File: src/rtl/hazard_detection_unit_pkg.sv
// Shared definitions for the hazard detection unit: FSM encodings,
// output-mode selectors, the pipeline control bundle and a register-match helper.
package hazard_detection_unit_pkg;

  localparam int unsigned LU_W = 3;

  // Memory-wait FSM encodings
  localparam logic [1:0] HDU_RUN   = 2'd0;
  localparam logic [1:0] HDU_WAIT  = 2'd1;
  localparam logic [1:0] HDU_ERROR = 2'd2;

  // Output modes, listed lowest to highest priority
  localparam logic [1:0] MODE_RUN    = 2'd0;
  localparam logic [1:0] MODE_STALL  = 2'd1;
  localparam logic [1:0] MODE_FLUSH  = 2'd2;
  localparam logic [1:0] MODE_FREEZE = 2'd3;

  typedef struct packed {
    logic pc_write;
    logic if_id_write;
    logic if_id_flush;
    logic id_ex_write;
    logic id_ex_flush;
    logic ex_mem_write;
  } hdu_ctrl_t;

  localparam hdu_ctrl_t CTRL_RUN = '{pc_write: 1'b1, if_id_write: 1'b1, if_id_flush: 1'b0,
                                     id_ex_write: 1'b1, id_ex_flush: 1'b0, ex_mem_write: 1'b1};
  localparam hdu_ctrl_t CTRL_STALL = '{pc_write: 1'b0, if_id_write: 1'b0, if_id_flush: 1'b0,
                                       id_ex_write: 1'b1, id_ex_flush: 1'b1, ex_mem_write: 1'b1};
  localparam hdu_ctrl_t CTRL_FLUSH = '{pc_write: 1'b1, if_id_write: 1'b1, if_id_flush: 1'b1,
                                       id_ex_write: 1'b1, id_ex_flush: 1'b1, ex_mem_write: 1'b1};
  localparam hdu_ctrl_t CTRL_FREEZE = '{pc_write: 1'b0, if_id_write: 1'b0, if_id_flush: 1'b0,
                                        id_ex_write: 1'b0, id_ex_flush: 1'b0, ex_mem_write: 1'b0};

  // True when the ID instruction actually reads register rs and it equals rd
  function automatic logic reads_reg(input logic use_rs, input logic [4:0] rs,
                                     input logic [4:0] rd);
    return use_rs && (rs == rd);
  endfunction

endpackage

File: src/rtl/hazard_detection_unit_sat_counter.sv
// Saturating up-counter with synchronous clear (clear wins over enable).
// Ports: clk, rst_n (async active-low), clr_i, en_i, cnt_o[W-1:0].
module sat_counter #(
  parameter int unsigned W = 8
) (
  input  logic         clk,
  input  logic         rst_n,
  input  logic         clr_i,
  input  logic         en_i,
  output logic [W-1:0] cnt_o
);

  logic [W-1:0] cnt_q;
  logic [W-1:0] cnt_d;

  // Next count: clear, else increment until all-ones
  always_comb begin
    cnt_d = cnt_q;
    if (clr_i) begin
      cnt_d = '0;
    end else if (en_i && (cnt_q != {W{1'b1}})) begin
      cnt_d = cnt_q + W'(1);
    end
  end

  always_ff @(posedge clk or negedge rst_n) begin
    if (!rst_n) begin
      cnt_q <= '0;
    end else begin
      cnt_q <= cnt_d;
    end
  end

  assign cnt_o = cnt_q;

endmodule

File: src/rtl/hazard_detection_unit.sv
// Stall/flush controller for the 5-stage pipeline: load-use bubbles,
// taken-branch flushes and data-memory wait freezes with a watchdog.
// Inputs : clk_i, rst_n_i, ID register reads (IF_ID_RS1/2_i, ID_use_rs1/2_i),
//          EX load info (ID_EX_RD_i, ID_EX_MemRead_i), EX_BranchTaken_i,
//          dmem_req_i / dmem_ack_i.
// Outputs: PC / IF_ID / ID_EX / EX_MEM write enables, IF_ID / ID_EX flushes
//          (combinational on current inputs and state), sticky mem_timeout_o,
//          saturating stall_cnt_o.
module hazard_detection_unit
  import hazard_detection_unit_pkg::*;
#(
  parameter int unsigned LOAD_STALL_CYCLES = 1,
  parameter int unsigned MEM_TIMEOUT       = 255,
  parameter int unsigned CNT_W             = 32
) (
  input  logic             clk_i,
  input  logic             rst_n_i,
  input  logic [4:0]       IF_ID_RS1_i,
  input  logic [4:0]       IF_ID_RS2_i,
  input  logic             ID_use_rs1_i,
  input  logic             ID_use_rs2_i,
  input  logic [4:0]       ID_EX_RD_i,
  input  logic             ID_EX_MemRead_i,
  input  logic             EX_BranchTaken_i,
  input  logic             dmem_req_i,
  input  logic             dmem_ack_i,
  output logic             PC_Write_o,
  output logic             IF_ID_Write_o,
  output logic             IF_ID_Flush_o,
  output logic             ID_EX_Write_o,
  output logic             ID_EX_Flush_o,
  output logic             EX_MEM_Write_o,
  output logic             mem_timeout_o,
  output logic [CNT_W-1:0] stall_cnt_o
);

  localparam int unsigned WAIT_W = (MEM_TIMEOUT == 0) ? 1 : $clog2(MEM_TIMEOUT + 1);
  localparam logic [LU_W-1:0] LU_RELOAD = LU_W'(LOAD_STALL_CYCLES - 1);

  logic [1:0]        state_q;
  logic [1:0]        state_d;
  logic [LU_W-1:0]   lu_cnt_q;
  logic [LU_W-1:0]   lu_cnt_d;
  logic [WAIT_W-1:0] wait_cnt;
  logic              mem_stall_c;
  logic              load_use_c;
  logic [1:0]        mode_c;
  hdu_ctrl_t         ctrl_c;

  assign mem_stall_c = dmem_req_i & ~dmem_ack_i;

  // x0 is hardwired zero, so a load into it never creates a dependency
  assign load_use_c = ID_EX_MemRead_i && (ID_EX_RD_i != 5'd0) &&
                      (reads_reg(ID_use_rs1_i, IF_ID_RS1_i, ID_EX_RD_i) ||
                       reads_reg(ID_use_rs2_i, IF_ID_RS2_i, ID_EX_RD_i));

  // Priority mode select
  always_comb begin
    mode_c = MODE_RUN;
    if ((state_q == HDU_ERROR) || mem_stall_c) begin
      mode_c = MODE_FREEZE;
    end else if (EX_BranchTaken_i) begin
      mode_c = MODE_FLUSH;
    end else if (load_use_c || (lu_cnt_q != '0)) begin
      mode_c = MODE_STALL;
    end
  end

  // Pipeline controls and bubble counter; a freeze leaves lu_cnt untouched so
  // an interrupted load-use stall resumes once memory releases the pipe
  always_comb begin
    ctrl_c   = CTRL_RUN;
    lu_cnt_d = lu_cnt_q;
    case (mode_c)
      MODE_FREEZE: ctrl_c = CTRL_FREEZE;
      MODE_FLUSH: begin
        ctrl_c   = CTRL_FLUSH;
        lu_cnt_d = '0;
      end
      MODE_STALL: begin
        ctrl_c   = CTRL_STALL;
        lu_cnt_d = (lu_cnt_q == '0) ? LU_RELOAD : lu_cnt_q - LU_W'(1);
      end
      default: ;
    endcase
    if (!rst_n_i) begin
      ctrl_c = CTRL_FREEZE;
    end
  end

  // Memory-wait FSM; wait_cnt is already 1 on the first WAIT cycle
  always_comb begin
    state_d = state_q;
    case (state_q)
      HDU_RUN: begin
        if (mem_stall_c) state_d = HDU_WAIT;
      end
      HDU_WAIT: begin
        if (!mem_stall_c) begin
          state_d = HDU_RUN;
        end else if ((MEM_TIMEOUT != 0) && (wait_cnt == WAIT_W'(MEM_TIMEOUT))) begin
          state_d = HDU_ERROR;
        end
      end
      HDU_ERROR: state_d = HDU_ERROR;
      default:   state_d = HDU_RUN;
    endcase
  end

  always_ff @(posedge clk_i or negedge rst_n_i) begin
    if (!rst_n_i) begin
      state_q  <= HDU_RUN;
      lu_cnt_q <= '0;
    end else begin
      state_q  <= state_d;
      lu_cnt_q <= lu_cnt_d;
    end
  end

  // Consecutive dmem wait cycles
  sat_counter #(.W(WAIT_W)) u_wait_cnt (
    .clk   (clk_i),
    .rst_n (rst_n_i),
    .clr_i (~mem_stall_c),
    .en_i  (mem_stall_c & (state_q != HDU_ERROR)),
    .cnt_o (wait_cnt)
  );

  // Performance counter of cycles where the PC did not advance
  sat_counter #(.W(CNT_W)) u_stall_cnt (
    .clk   (clk_i),
    .rst_n (rst_n_i),
    .clr_i (1'b0),
    .en_i  (~ctrl_c.pc_write),
    .cnt_o (stall_cnt_o)
  );

  assign PC_Write_o     = ctrl_c.pc_write;
  assign IF_ID_Write_o  = ctrl_c.if_id_write;
  assign IF_ID_Flush_o  = ctrl_c.if_id_flush;
  assign ID_EX_Write_o  = ctrl_c.id_ex_write;
  assign ID_EX_Flush_o  = ctrl_c.id_ex_flush;
  assign EX_MEM_Write_o = ctrl_c.ex_mem_write;
  assign mem_timeout_o  = (state_q == HDU_ERROR);

endmodule

File: config.mk
export PLATFORM = sky130hd
export DESIGN_NAME = hazard_detection_unit
export DESIGN_NICKNAME = d
export VERILOG_FILES = /design/src/rtl/hazard_detection_unit_pkg.sv /design/src/rtl/hazard_detection_unit_sat_counter.sv /design/src/rtl/hazard_detection_unit.sv
export SDC_FILE = /design/constraint.sdc
export NUM_CORES = 1
export LEC_CHECK = 0
export ABC_AREA = 1
export BUFFER_PORTS_ARGS = -buffer_cell sky130_fd_sc_hd__buf_4
export CELL_PAD_IN_SITES_DETAIL_PLACEMENT = 1
export CELL_PAD_IN_SITES_GLOBAL_PLACEMENT = 1
export CORE_MARGIN = 4
export CORE_UTILIZATION = 42
export CTS_CLUSTER_SIZE = 28
export DETAILED_ROUTE_END_ITERATION = 10
export GPL_ROUTABILITY_DRIVEN = 0
export GPL_TIMING_DRIVEN = 1
export PLACE_DENSITY_LB_ADDON = 0.1
export SKIP_CTS_REPAIR_TIMING = 1
export SLEW_MARGIN = 5
export SYNTH_ARGS = -nofsm -noshare
export SYNTH_HDL_FRONTEND = slang
export SYNTH_SLANG_ARGS = --single-unit
File: constraint.sdc
create_clock -name clk_i -period 3.9 [get_ports clk_i]
set_clock_uncertainty 0.15 [all_clocks]
set_input_delay 0.78 -clock clk_i [delete_from_list [all_inputs] [get_ports clk_i]]
set_output_delay 0.78 -clock clk_i [all_outputs]
set_load 0.02 [all_outputs]
; Word-level counts from Yosys, hierarchy flattened
; Cells that the tools add are included.
; Widths: inputs -> output; s select.
[word_totals]
regBits = 45
in_bits = 23
[op_classes]
n_bitwise = 4
n_reduce_logical = 15
n_eq_ne = 14
n_addsub = 3
mux = 13
[op_table]
columns = cell, count
row1 = $add 32x1->32 const B, 1
row2 = $ne 32x32->1 const B, 1
row3 = $pmux 6 s3, 1
row4 = $mux 8, 2
row5 = $eq 5x5->1, 2
row6 = $mux 2, 5
row7 = $add 8x1->8 const B, 1
row8 = $eq 8x8->1 const B, 1
row9 = $ne 8x8->1 const B, 1
row10 = $eq 2x2->1 const B, 3
row11 = $logic_and 1x1->1, 6
row12 = $mux 6, 1
row13 = $pmux 2 s3, 1
row14 = $pmux 3 s2, 1
row15 = $reduce_bool 5->1, 1
row16 = $eq 2x1->1 const B, 2
row17 = $ne 2x2->1 const B, 2
row18 = $logic_not 3->1, 1
row19 = $logic_or 1x1->1, 3
row20 = $mux 3, 1
row21 = $ne 3x3->1 const B, 1
row22 = $reduce_bool 3->1, 1
row23 = $sub 3x1->3 const B, 1
row24 = $and 1x1->1, 2
row25 = other kinds (6), 7

; Longest topological paths before layout
; Gate-level depths: netlist of run 1.
[logic_depth]
word_depth = 13
ltp_mapped = 15
mapped_depth_nobuf = 15

; By module
; A second synthesis of run 1 with hierarchy kept.
[unflattened]
hier_cells = 525
area_unflattened_um2 = 3328.2
[modules_own_cells]
columns = mod, area_each_um2, cells_each, seq_area_each_um2, n_inst
row1 = sat_counter (u_stall_cnt), 2243.4, 345, 800.8, 1
row2 = hazard_detection_unit, 573.0, 106, 125.1, 1
row3 = sat_counter (u_wait_cnt), 511.7, 74, 200.2, 1

; Worst setup path after synthesis of run 1
; No wires, ideal clock.
[synth_timing]
path_type = in2out
start = input dmem_req_i
end = output PC_Write_o
path_slack_ps = 838
path_stages = 11
t_required_ps = 2970
t_arrival_ps = 2132
path_cell_list = inv_1 nor2_2 inv_1 nand2_1 nor2_1 nand2_1 nand2_1 nand2_2 clkbuf_1 inv_1 buf_4
[synth_between]
elab_chain_len = 6
[synth_rtl]
columns = item, line
row1 = start: declaration, hazard_detection_unit.sv:25  ; input logic dmem_req_i,
row2 = $and 1x1->1 (*), hazard_detection_unit.sv:50  ; assign mem_stall_c = dmem_req_i & ~dmem_ack_i;
row3 = $logic_or 1x1->1 (*), hazard_detection_unit.sv:60  ; if ((state_q == HDU_ERROR) || mem_stall_c) begin
row4 = $mux 2 (*), hazard_detection_unit.sv:60
row5 = $eq 2x1->1 or $eq 2x2->1 (tied branches), hazard_detection_unit.sv:74  ; case (mode_c)
row6 = $pmux 6 s3 (*), hazard_detection_unit.sv:74
row7 = $mux 6 (*), hazard_detection_unit.sv:86  ; if (!rst_n_i) begin
row8 = end: declaration, hazard_detection_unit.sv:27  ; output logic PC_Write_o,
; Mark *: on every way between the ends. The rest lies on a longest branch, timed or not.

; Worst setup path after layout of run 1
[layout_timing]
start = input dmem_ack_i
end = output ID_EX_Flush_o
[layout_between]
elab_chain_len = 7
[layout_rtl]
columns = item, line
row1 = start: declaration, hazard_detection_unit.sv:26  ; input logic dmem_ack_i,
row2 = $not 1->1 (*), hazard_detection_unit.sv:50
row3 = $and 1x1->1 (*), hazard_detection_unit.sv:50
row4 = $logic_or 1x1->1 (*), hazard_detection_unit.sv:60
row5 = $mux 2 (*), hazard_detection_unit.sv:60
row6 = $eq 2x1->1 or $eq 2x2->1 (tied branches), hazard_detection_unit.sv:74
row7 = $pmux 6 s3 (*), hazard_detection_unit.sv:74
row8 = $mux 6 (*), hazard_detection_unit.sv:86
row9 = end: declaration, hazard_detection_unit.sv:31  ; output logic ID_EX_Flush_o,
; Marked as above.

==> results of run 1 <==
power groups by stage:
stage	clock network, mW	registers [mW]	logic (mW)
after floorplan	0	0.577	0.165
after global placement	0	0.550	0.305
after detailed placement	0	0.552	0.319
after CTS	0.364	0.544	0.319
after global routing	0.383	0.550	0.348
final	0.353	0.543	0.313
cells in the final DEF, fill, tap and decap left out:
master	count
a211oi_1	2
a21oi_1	3
a31oi_1	1
buf_4	63
bufinv_16	1
clkbuf_8	5
clkinv_2	1
dfrtp_1	45
ha_1	6
inv_1	79
inv_4	1
nand2_1	174
nand2_2	4
nand3_1	48
nand3_4	1
nand4_1	8
nand4_4	1
nor2_1	51
nor2_2	2
nor2_4	1
nor2_8	2
nor3_1	11
nor3_2	1
nor4_1	1
o21a_1	2
o21ai_0	11
o21ai_1	1
o21bai_1	1
o22ai_1	1
o31ai_1	1
or2_2	1
xnor2_1	2
xor2_1	7
through the flow:
step	hold slack, ns	total power, mW
floorplan	0.260	0.742
global placement	0.283	0.854
detailed placement	0.284	0.871
CTS	0.185	1.23
global route	0.189	1.28
finish	0.186	1.21
state kept, by name, summed over array words and instances (netlist names):
| signal | count |
|---|---|
| u_wait_cnt.cnt_o | 8 |
| u_stall_cnt.cnt_o | 32 |
| lu_cnt_q | 3 |
| state_q | 2 |
worst max-delay path, cell delays in order:
cell and delay, ns:
buf_4 0.11, nor2_2 0.28, inv_1 0.17, nand2_1 0.12, nor2_1 0.05, nand2_1 0.07
nand2_1 0.09, inv_1 0.09, ha_1 0.29, nand2_1 0.10, inv_1 0.04, buf_4 0.15
per-layer routing:
layer	track usage	part of all wire
met3	0.0296	0.032
met5	0	0
met4	0.0481	0.0085
met2	0.365	0.51
met1	0.258	0.45
logic make-up (layout without fill, tap and decap cells):
| logic type | count (synthesis) | in the layout | synth area share |
|---|---|---|---|
| buffers and inverters | 89 | 150 | 0.117 |
| adders and majority gates | 6 | 6 | 0.0241 |
| DFF | 45 | 45 | 0.361 |
| AOI/OAI and AO/OA | 23 | 23 | 0.0426 |
| and+or+nand+nor | 306 | 306 | 0.430 |
| xor gates and xnor gates | 9 | 9 | 0.0253 |
final timing paths:
kind | startpoint | to | slack, ns
worst max register to register | state_q[0] | u_stall_cnt.cnt_o[15] | 1.64
worst min-delay path | rst_n_i | u_stall_cnt.cnt_o[19] | 0.19
max in group asynchronous | rst_n_i | u_stall_cnt.cnt_o[13] | 2.73
min in group clk_i | state_q[1] | state_q[0] | 0.30
worst max-delay path | dmem_ack_i | ID_EX_Flush_o | 0.63
worst min register to register | state_q[1] | state_q[0] | 0.30
cell type report:
type | count | area share
Sequential cell | 45 | 0.300
Inverter | 80 | 0.0806
Multi-Input combinational cell | 344 | 0.433
Tap cell | 99 | 0.0330
Timing Repair Buffer | 63 | 0.126
Clock inverter | 2 | 0.00933
Clock buffer | 5 | 0.0183
==> qor.txt, run 1 <==
fmax - 306 MHz
Worst Hold Class - in2async
Hold Vio Cnt, Final - 0
Worst-path clk slew - 0.09 ns
Non-Filler Instances - 638
Tightest Pin Transition - 0.538 ns
fin area - 0.00376 mm2
Leakage - 2.06 nW
TritonCTS Buffers - 5
Clock Power Share - 0.292
diode count - 0
# rows - 31
Worst Setup Start Kind - primary input
top_reg_cell synth - dfrtp_1
Seq/Total Area, Yosys - 0.361
RSZ-0062 raised after global routing - false
Setup TNS - 0 ns
Ys Warns - 0
post-synthesis async set-or-reset flop share - 1.00
R2R cell count - 11
commonest cells in the netlist - 174 x nand2_1, 79 x inv_1, 51 x nor2_1
Setup-failing EPs final - 0
Worst-Skew Late Latency - 0.30 ns
synth unique cells - 33
Wirelength per Cell - 13.3 um
pre-CTS WS - 0.623 ns
Avg Cell Area, Syn - 6.52 um2
Die H - 94.1 um
Period minus WS final - 3.27 ns
Overflow after GRT - 0
placed cell areas - 0.00365 mm2
post-synth top area share - 0.361
Max VDD drop - 167 uV
initial core utilization - 0.432
via count - 3137
vias in the first global route - 3238
Core Footprint - 0.00721 mm2
Netlist Area Pre-Place - 0.00312 mm2
switching pwr - 0.403 mW
vias per cell - 4.92
P&R area growth vs syn - 20.5%
Sw Share - 0.333
fillcell total - 997
largest net degree at the start of global routing - 55
IO Port Bufs - 61
CTS tree - built
Max Cap Viol - 0
Comb pwr share - 0.259
area of the multi-input gates - 0.00163 mm2
Global Route Usage Sum - 0.204
Cells after DPL - 631
routed wire length - 8.51 mm
setup slack after layout - 0.632 ns
root buffer cell - clkbuf_8
initial antenna violation count - 0
Slew headroom - 0.641
residual DRC count - 0
Worst Setup Path Type - in2out
Seq cells post-synth - 45
HPWL Detailed - 6.71 mm
Die Span X - 94.1 um
Seq pwr share - 0.449
Ports - 62
count leader, synth - nand2_1
CTS H-tree lvls - 2
number of flops mapped to enable cells by yosys - 0
Final Core Density - 0.521
die area - 0.00886 mm2
share of layout cells above drive strength 1 - 0.156
first-pass GRT wire length - 14.7 mm
CTS Sinks - 45
internal power - 0.806 mW
Layout Nets - 568
Synth area leader - dfrtp_1
Pwr per Cell Area - 322 mW/mm2
Syn Nets - 507
Tcrit/Tclk final - 0.838
CTS Buffer Depth - 2
Setup crit end kind - primary output
Reg area - 0.00113 mm2
initial detailed-routing violation count - 89
crit path max fanout - 9
antenna viol nets, final - 0
outcome - finished clean
synth top area cells - dfrtp_1 36%, nand2_1 21%, inv_1 9.5%, nand3_1 7.7%, nor2_1 6.1%
Max Slew Vio Count - 0
DR pass1 iterations - 4
Gate Count Post-Synth - 478
Worst Path Arrival - 2.34 ns
Required @ worst endpoint - 2.97 ns
(Power assumes the default switching activity.)
==> run 2, diff against run 1 <==
CORE_UTILIZATION = 35   (was 42)
clock period = 2.8 ns   (was 3.9 ns; I/O delays follow)
==> run 2 against run 1 <==
Critical path depth down 1. Clock-buffer cell count unchanged. Final cell count up 2.0%. Critical path type is now reg2out. Register-to-register slack worse by 1.0 ns. Largest cell class unchanged. Utilization down 8.3 points. Via count down 0.92%. Flip-flop and latch count unchanged. Worst setup slack worse by 0.44 ns. Highest routed layer unchanged. Power up 39%. Wire length down 0.21%.
==> qor.txt, run 2 (synthesis gave the netlist of run 1 again) <==
CP startpoint - lu_cnt_q[0]
IO Port Bufs - 61 (unchanged)
WP depth - 11 (-1)
Worst-Skew Late Latency - 0.30 ns (about the same)
root buffer cell - clkbuf_8
CP top delay family - adder cells
Worst Setup Start Kind - flip-flop
Die Span X - 102 um (+8.7%)
HPWL Detailed - 6.72 mm (+0.21%)
critical path, cell by cell - nor2_2 > ha_1 > inv_1 > nor2_1 > nand2_1 > nand2_1 > inv_1 > ha_1 > nand2_1 > inv_1 > buf_4
antenna viol nets, final - 0 (unchanged)
initial core utilization - 0.359 (-0.0729)
residual DRC count - 0 (unchanged)
die area - 0.0105 mm2 (+18%)
Wirelength per Cell - 13.0 um (-2.2%)
largest net degree at the start of global routing - 46 (-16%)
initial antenna violation count - 0 (unchanged)
WP buf/inv - 4 (-1)
share of layout cells above drive strength 1 - 0.164 (+0.00806)
Setup-failing EPs final - 0 (unchanged)
Ports - 62 (unchanged)
# rows - 34 (+9.7%)
Slew headroom - 0.579 (-0.0616)
Setup crit end kind - primary output
Max VDD drop - 236 uV (+41%)
Global Route Usage Sum - 0.175 (-0.0297)
most common cell after layout, fill and taps aside - nand2_1
outcome - finished clean
Worst Path Arrival - 1.90 ns (-0.44 ns)
Period minus WS final - 2.61 ns
vias in the first global route - 3228 (-0.31%)
CP max stage cell - dfrtp_1
Worst-path clk slew - 0.09 ns (about the same)
Leakage - 2.09 nW (+1.0%)
Required @ worst endpoint - 2.09 ns (-0.88 ns)
RSZ-0062 raised after global routing - false
CTS Sinks - 45 (unchanged)
Hold Vio Cnt, Final - 0 (unchanged)
Die H - 102 um (+8.7%)
Max Slew Vio Count - 0 (unchanged)
diode count - 0 (unchanged)
fmax - 383 MHz
DR pass1 iterations - 4 (unchanged)
vias per cell - 4.77 (-2.9%)
final hold slack - 0.235 ns (+0.0489 ns)
Critical Path End - ID_EX_Flush_o
P&R area growth vs syn - 21.9%
Tcrit/Tclk final - 0.932
Tightest Pin Transition - 0.631 ns (+0.0924 ns)
beginning of the worst register-to-register path - u_stall_cnt.cnt_o[0]
Max Cap Viol - 0 (unchanged)
crit path max fanout - 3 (-6)
Core Footprint - 0.00868 mm2 (+20%)
max reg flops - 32 (unchanged)
Pwr per Cell Area - 443 mW/mm2 (+38%)
r2r endpoint - u_stall_cnt.cnt_o[5]
first-pass GRT wire length - 14.8 mm (+0.71%)
routed wire length - 8.49 mm (-0.21%)
initial detailed-routing violation count - 99 (+11%)
TritonCTS Buffers - 5 (unchanged)
via count - 3108 (-0.92%)
Worst Setup Path Type - reg2out
most frequent cells in the layout - 174 x nand2_1, 79 x inv_1, 67 x buf_4
R2R setup slack - 0.63 ns (-1.01 ns)
Layout Nets - 572 (+0.70%)
CTS Buffer Depth - 2 (unchanged)
Overflow after GRT - 0 (unchanged)
Setup TNS - 0 ns (unchanged)
CTS tree - built
R2R cell count - 9 (-2)
Worst Hold Class - in2async
CTS H-tree lvls - 2 (unchanged)
crit-path max cell delay - 0.41 ns (+0.12 ns)
[run 2: cell count changes in the layout (fill, tap and decap cells not counted), sizes merged]
cell / delta
buf: +4
[run 2: power by group]
part / internal (mW) / switching [mW]
combinational: 0.175 / 0.265
sequential: 0.695 / 0.0575
clock: 0.260 / 0.229
[run 2: area by class of cell]
| cell class | count | area, um2 |
|---|---|---|
| Clock inverter | 2 | 35.0 |
| Clock buffer | 5 | 68.8 |
| Inverter | 80 | 303 |
| Sequential cell | 45 | 1130 |
| Multi-Input combinational cell | 344 | 1630 |
| Timing Repair Buffer | 67 | 503 |
| Tap cell | 108 | 135 |
| Fill cell | 1180 | 4880 |
[run 2: worst min-delay path by stage]
stage	start	end	slack [ns]	depth (start not counted)
final	rst_n_i	state_q[1]	0.24	2
after global routing	rst_n_i	state_q[1]	0.29	2
after CTS	rst_n_i	u_stall_cnt.cnt_o[21]	0.27	2
after detailed placement	state_q[1]	state_q[0]	0.29	1
after global placement	state_q[1]	state_q[0]	0.27	1
after floorplan	rst_n_i	lu_cnt_q[0]	0.11	0
[run 2: per-layer routing]
layer,global-route usage,wire length [um],up-vias
met5,0,0,-
li1,-,-,1597
met2,0.302,4050,41
met4,0.0303,40,0
met1,0.230,4100,1468
met3,0.0328,299,2
[run 2: worst register-to-register path, stage by stage (launching register included)]
cell,delay (ns)
dfrtp_1,0.43
ha_1,0.30
nand3_4,0.15
nor2_8,0.16
nand4_4,0.15
nor2_8,0.31
inv_4,0.09
nand2_2,0.22
nand2_1,0.09
nand2_1,0.06
[run 2: stage by stage]
step	instance area [um2]	utilization	setup slack, ns	power, mW	instances
2_1_floorplan	3120	-	0.178	1.03	478
3_3_place_gp	3690	0.426	0.224	1.20	644
3_5_place_dp	3690	0.426	0.174	1.22	644
4_1_cts	3800	0.438	0.113	1.72	651
5_1_grt	3800	0.438	0.0370	1.80	651
6_report	3800	0.438	0.191	1.68	651
